**src/rtl/cv32e40x_xif_fu_tracker.sv**
```systemverilog
// Tracks outstanding eXtension-interface coprocessor instructions in issue order,
// merges commit/kill and out-of-order functional-unit results, and retires in order.
module cv32e40x_xif_fu_tracker #(
    parameter int X_ID_WIDTH = 4,
    parameter int DATA_WIDTH = 32,
    parameter int RD_WIDTH   = 5,
    parameter int DEPTH      = 4
) (
    input  logic                         clk_i,
    input  logic                         rst_n,
    input  logic                         issue_valid_i,
    output logic                         issue_ready_o,
    input  logic [X_ID_WIDTH-1:0]        issue_id_i,
    input  logic [RD_WIDTH-1:0]          issue_rd_i,
    input  logic                         commit_valid_i,
    input  logic [X_ID_WIDTH-1:0]        commit_id_i,
    input  logic                         commit_kill_i,
    input  logic                         fu_valid_i,
    input  logic [X_ID_WIDTH-1:0]        fu_id_i,
    input  logic [DATA_WIDTH-1:0]        fu_data_i,
    output logic                         result_valid_o,
    input  logic                         result_ready_i,
    output logic [X_ID_WIDTH-1:0]        result_id_o,
    output logic [RD_WIDTH-1:0]          result_rd_o,
    output logic [DATA_WIDTH-1:0]        result_data_o,
    output logic [$clog2(DEPTH+1)-1:0]   count_o,
    output logic                         err_o
);
    localparam int PTR_W = $clog2(DEPTH);
    localparam int CNT_W = $clog2(DEPTH + 1);

    typedef enum logic [1:0] {ST_FREE, ST_ISSUED, ST_COMMITTED, ST_KILLED} state_e;

    state_e                state_q [DEPTH];
    state_e                state_d [DEPTH];
    logic [X_ID_WIDTH-1:0] id_q    [DEPTH];
    logic [X_ID_WIDTH-1:0] id_d    [DEPTH];
    logic [RD_WIDTH-1:0]   rd_q    [DEPTH];
    logic [RD_WIDTH-1:0]   rd_d    [DEPTH];
    logic [DATA_WIDTH-1:0] data_q  [DEPTH];
    logic [DATA_WIDTH-1:0] data_d  [DEPTH];
    logic [DEPTH-1:0]      dv_q, dv_d;

    logic [PTR_W-1:0]      head_q, head_d, tail_q, tail_d;
    logic [CNT_W-1:0]      count_q, count_d;
    logic                  res_valid_q, res_valid_d;
    logic [X_ID_WIDTH-1:0] res_id_q, res_id_d;
    logic [RD_WIDTH-1:0]   res_rd_q, res_rd_d;
    logic [DATA_WIDTH-1:0] res_data_q, res_data_d;
    logic                  err_q, err_d;

    logic [DEPTH-1:0]      issue_hit, commit_hit, fu_hit;
    logic                  alloc, out_free, ret_commit, ret_kill, retire;

    // IDs are unique among occupied entries, so each hit vector is at most one-hot.
    for (genvar gi = 0; gi < DEPTH; gi++) begin : g_match
        assign issue_hit[gi]  = (state_q[gi] != ST_FREE)   && (id_q[gi] == issue_id_i);
        assign commit_hit[gi] = (state_q[gi] == ST_ISSUED) && (id_q[gi] == commit_id_i);
        assign fu_hit[gi]     = (state_q[gi] != ST_FREE)   && (id_q[gi] == fu_id_i);
    end

    assign issue_ready_o = (count_q < CNT_W'(DEPTH)) && !(|issue_hit);
    assign alloc         = issue_valid_i && issue_ready_o;
    assign out_free      = !res_valid_q || result_ready_i;
    assign ret_commit    = (state_q[head_q] == ST_COMMITTED) && dv_q[head_q] && out_free;
    assign ret_kill      = (state_q[head_q] == ST_KILLED) && dv_q[head_q];
    assign retire        = ret_commit || ret_kill;

    always_comb begin
        head_d     = head_q;
        tail_d     = tail_q;
        count_d    = count_q;
        dv_d       = dv_q;
        res_valid_d = res_valid_q;
        res_id_d   = res_id_q;
        res_rd_d   = res_rd_q;
        res_data_d = res_data_q;
        err_d      = err_q | (fu_valid_i && !(|fu_hit));
        for (int i = 0; i < DEPTH; i++) begin
            state_d[i] = state_q[i];
            id_d[i]    = id_q[i];
            rd_d[i]    = rd_q[i];
            data_d[i]  = data_q[i];
            if (commit_valid_i && commit_hit[i]) begin
                state_d[i] = commit_kill_i ? ST_KILLED : ST_COMMITTED;
            end
            if (fu_valid_i && fu_hit[i]) begin
                data_d[i] = fu_data_i;
                dv_d[i]   = 1'b1;
            end
        end
        if (retire) begin
            state_d[head_q] = ST_FREE;
            dv_d[head_q]    = 1'b0;
            head_d          = head_q + PTR_W'(1);
        end
        // The tail slot is never the retiring head: that would need an empty or full buffer.
        if (alloc) begin
            state_d[tail_q] = ST_ISSUED;
            id_d[tail_q]    = issue_id_i;
            rd_d[tail_q]    = issue_rd_i;
            dv_d[tail_q]    = 1'b0;
            tail_d          = tail_q + PTR_W'(1);
        end
        if (alloc && !retire) begin
            count_d = count_q + CNT_W'(1);
        end else if (!alloc && retire) begin
            count_d = count_q - CNT_W'(1);
        end
        if (ret_commit) begin
            res_valid_d = 1'b1;
            res_id_d    = id_q[head_q];
            res_rd_d    = rd_q[head_q];
            res_data_d  = data_q[head_q];
        end else if (result_ready_i) begin
            res_valid_d = 1'b0;
        end
    end

    always_ff @(posedge clk_i or negedge rst_n) begin
        if (!rst_n) begin
            for (int i = 0; i < DEPTH; i++) begin
                state_q[i] <= ST_FREE;
                id_q[i]    <= '0;
                rd_q[i]    <= '0;
                data_q[i]  <= '0;
            end
            dv_q        <= '0;
            head_q      <= '0;
            tail_q      <= '0;
            count_q     <= '0;
            res_valid_q <= 1'b0;
            res_id_q    <= '0;
            res_rd_q    <= '0;
            res_data_q  <= '0;
            err_q       <= 1'b0;
        end else begin
            for (int i = 0; i < DEPTH; i++) begin
                state_q[i] <= state_d[i];
                id_q[i]    <= id_d[i];
                rd_q[i]    <= rd_d[i];
                data_q[i]  <= data_d[i];
            end
            dv_q        <= dv_d;
            head_q      <= head_d;
            tail_q      <= tail_d;
            count_q     <= count_d;
            res_valid_q <= res_valid_d;
            res_id_q    <= res_id_d;
            res_rd_q    <= res_rd_d;
            res_data_q  <= res_data_d;
            err_q       <= err_d;
        end
    end

    assign result_valid_o = res_valid_q;
    assign result_id_o    = res_id_q;
    assign result_rd_o    = res_rd_q;
    assign result_data_o  = res_data_q;
    assign count_o        = count_q;
    assign err_o          = err_q;

endmodule
```
**config.mk**
```make
export PLATFORM = sky130hd
export DESIGN_NAME = cv32e40x_xif_fu_tracker
export DESIGN_NICKNAME = d
export VERILOG_FILES = /design/src/rtl/cv32e40x_xif_fu_tracker.sv
export SDC_FILE = /design/constraint.sdc
export NUM_CORES = 1
export LEC_CHECK = 0
export CAP_MARGIN = 10
export CELL_PAD_IN_SITES_DETAIL_PLACEMENT = 2
export CELL_PAD_IN_SITES_GLOBAL_PLACEMENT = 2
export CORE_MARGIN = 2
export CORE_UTILIZATION = 30
export CTS_CLUSTER_DIAMETER = 120
export CTS_CLUSTER_SIZE = 24
export DETAILED_ROUTE_END_ITERATION = 8
export GPL_TIMING_DRIVEN = 1
export PLACE_DENSITY = 0.72
export SYNTH_ARGS = -nofsm -noshare
export SYNTH_HDL_FRONTEND = slang
export SYNTH_SLANG_ARGS = --single-unit
export TNS_END_PERCENT = 20
```
**constraint.sdc**
```tcl
create_clock -name clk_i -period 7.05 [get_ports clk_i]
set_clock_uncertainty 0.15 [all_clocks]
set_input_delay 1.7625 -clock clk_i [delete_from_list [all_inputs] [get_ports clk_i]]
set_output_delay 1.7625 -clock clk_i [all_outputs]
set_load 0.05 [all_outputs]
```
==> metrics.txt <==
status=finished clean; Most Frequent Cell on Critical Path=clkdlybuf4s50_1; Die X=~190 µm; design area=roughly 12000 µm²; GRT overflow=0; initial core utilization=0.3066; initial DRC count=237; placed insts=1194; CTS resizes=0; share of layout cells above drive strength 1=0.3381; row cnt=67; CP Cell Sequence=clkdlybuf4s50_1 > xor2_1 > nor3_1 > a22oi_1 > and3_1 > clkdlybuf4s50_1; Worst Path Required=5.14 ns; Num CTS Buffers=13; Slowest-stage cell, CP=clkdlybuf4s50_1; Final period util=0.8578; Syn-to-layout area delta=17.11%; vias=5898; Clock Tree Root=clkbuf_16; final setup TNS=0 ns; post-synthesis net count=roughly 750; non-filler cells, final=1211; initial antenna violation count=1; Chip Height=between 150 and 200 µm; PwrDens=between 400 and 500 nW/µm²; dpl hpwl=16290 µm; ANT cells=0; Boundary Pins=103; via/cell ratio=about 4.9; CTS Buffer Depth=3; Post-DRT Antenna Nets=0; Routed WL per cell=between 20 and 25 µm; vias in the first global route=6721; leak pwr=5.150 nW; Crit Path Max Fanout=8; PortBufs=about 100; Area after DPL=about 12000 µm²; clock transition time at the flip-flop clock pins of the worst setup and hold paths=0.10 ns; Max Clk Rate=roughly 0.17 GHz; Tmin final=approximately 6.0 ns; RSZ-0062 raised after global routing=false; Slew headroom=0.2809; total track usage=0.1478; YS warnings=0; TritonCTS Sinks=226; CTS H-tree depth=1; sequential share of the synthesized area=0.5474; routed wire length=roughly 26000 µm; synthesized cell area=10330 µm²; Hold-fix buffers, CTS=0; Max Cap Viol=0; fin util=0.3590; area of the die=~36000 µm²; kind of critical path=in -> out; CP peak stage delay=0.70 ns; Final GP Congestion=0.7802; Mean Syn Cell Area=approximately 15 µm²; largest net degree at the start of global routing=129; Detailed Routing Iterations Pass 1=4; Peak supply drop=0.1244 mV; post-CTS setup buffers=0; Min-Delay Path Class=reg -> reg; final setup violating endpoints=0; synthesized instance count=680; final hold violation count=0; #FFs+latches synth=226; DR DRC count=0; Critical Path AT=between 4 and 5 ns; core area=approximately 34000 µm²; CTS tree=done; Layout Nets=827; Final Max Tran Viols=0; WHS=approximately 0.34 ns; Startpoint Class=primary input; Worst-Skew Late Latency=between 0.4 and 0.5 ns; Setup crit end kind=primary output; Yosys cell types=38; worst slew pin tran=1.075 ns; first-pass GRT wire length=41150 µm
placed cells by master, fill, tap and decap left out, drive strengths merged, types with 3 or more instances in the layout:
cell           count
a211oi             4
buf                4
clkdlybuf4s50    101
ha                 9
inv               11
nand4              3
xnor2             29
nor3               8
nand2             19
a31o               3
clkbuf            15
mux2             207
and3               4
dfrtp            226
nor2              16
mux4              43
a221oi             3
nand3              7
xor2              24
and2               5
o21ai              4
where the power goes:
| group | internal (mW) | switching (mW) | total, mW |
|---|---|---|---|
| sequential | 1.83 | 0.460 | 2.29 |
| combinational | 1.08 | 0.867 | 1.95 |
| clock | 0.343 | 0.434 | 0.777 |
| total | 3.26 | 1.76 | 5.02 |
cell usage after synthesis:
library cell / n / area [µm²]
xnor2_1: 29 / 254.0
inv_1: 9 / 33.78
nand4_1: 3 / 18.77
ha_1: 9 / 112.6
a41oi_2: 1 / 16.27
nor4_1: 2 / 12.51
mux2_1: 23 / 259.0
nor2_1: 16 / 60.06
and2_1: 5 / 31.28
buf_1: 6 / 22.52
o31ai_1: 2 / 15.01
buf_4: 1 / 7.510
buf_6: 6 / 67.56
nor3b_1: 1 / 7.510
nand3_1: 7 / 35.03
inv_2: 1 / 3.750
buf_2: 19 / 95.09
mux4_2: 43 / 968.4
and3_1: 4 / 25.02
o211a_1: 1 / 10.01
dfrtp_1: 226 / 5655
nand2b_1: 2 / 12.51
clkbuf_2: 1 / 5.000
fa_1: 1 / 20.02
a211oi_1: 4 / 30.03
nand2_1: 19 / 71.32
nor3_1: 8 / 40.04
mux2_2: 184 / 2072
o21bai_1: 1 / 7.510
nor3b_4: 1 / 18.77
a31oi_1: 2 / 12.51
o21ai_0: 4 / 20.02
and4_1: 2 / 17.52
a221oi_1: 3 / 26.28
a31o_2: 3 / 26.28
a22oi_1: 1 / 7.510
clkbuf_1: 6 / 22.52
xor2_1: 24 / 210.2
critical path: cells and delay by family:
| kind | cells | cell delay (ns) |
|---|---|---|
| buf+inv | 2 | 1.29 |
| xor+xnor | 1 | 0.25 |
| simple gates | 2 | 0.63 |
| compound gates | 1 | 0.20 |
final cells by class:
cell class / count / area (µm²)
Clock inverter: 2 / 18.77
Tap cell: 448 / 560.5
Timing Repair Buffer: 105 / 1061
Clock buffer: 15 / 332.8
Sequential cell: 226 / 5660
Inverter: 10 / 37.54
Multi-Input combinational cell: 405 / 4428
Fill cell: 3427 / 21600
per-stage QoR:
step                power (mW)  setup WS [ns]
floorplan                3.675          2.207
global placement         4.214          1.064
detailed placement       4.315          1.003
CTS                      5.129         0.9978
global route             5.376         0.8093
finish                   5.021          1.003
metal layers:
| metal | global-route usage | part of all wire |
|---|---|---|
| met4 | 0.02534 | 0.011 |
| met3 | 0.01863 | 0.028 |
| met5 | 0 | 0.00039 |
| met1 | 0.1979 | 0.46 |
| met2 | 0.2601 | 0.50 |
logic make-up (layout without fill, tap and decap cells):
group / Yosys count / in the layout / share of synthesized area
flip-flops: 226 / 226 / 0.5474
XOR/XNOR: 53 / 53 / 0.04493
buffers and inverters: 49 / 132 / 0.02495
multiplexers: 250 / 250 / 0.3194
adder cells (fa/ha/maj): 10 / 10 / 0.01284
AO/OA/AOI/OAI: 22 / 22 / 0.01659
AND/OR/NAND/NOR: 70 / 70 / 0.03391
path summary, 6_finish.rpt:
| path | cells after the start | slack, ns | startpoint | end |
|---|---|---|---|---|
| min in group asynchronous | 1 | 1.16 | rst_n | result_data_o[4]$_DFFE_PN0P_ |
| worst max register to register | 8 | 3.23 | head_q[0]$_DFFE_PN0N_ | count_o[1]$_DFFE_PN0P_ |
| worst max-delay path | 6 | 1.00 | issue_id_i[3] | issue_ready_o |
| worst min register to register | 1 | 0.34 | err_o$_DFF_PN0_ | err_o$_DFF_PN0_ |
| worst min-delay path | 1 | 0.34 | err_o$_DFF_PN0_ | err_o$_DFF_PN0_ |
| max in group asynchronous | 2 | 4.42 | rst_n | data_q[122]$_DFFE_PN0P_ |
registers in the layout, indices dropped and copies added (netlist names):
register and count:
head_q 2, id_q 16, result_data_o 32, dv_q 4, result_id_o 4, result_rd_o 5, rd_q 20, count_o 3
state_q 8, data_q 128, result_valid_o 1, err_o 1, tail_q 2
No activity file was read; power rests on OpenSTA's default activity.
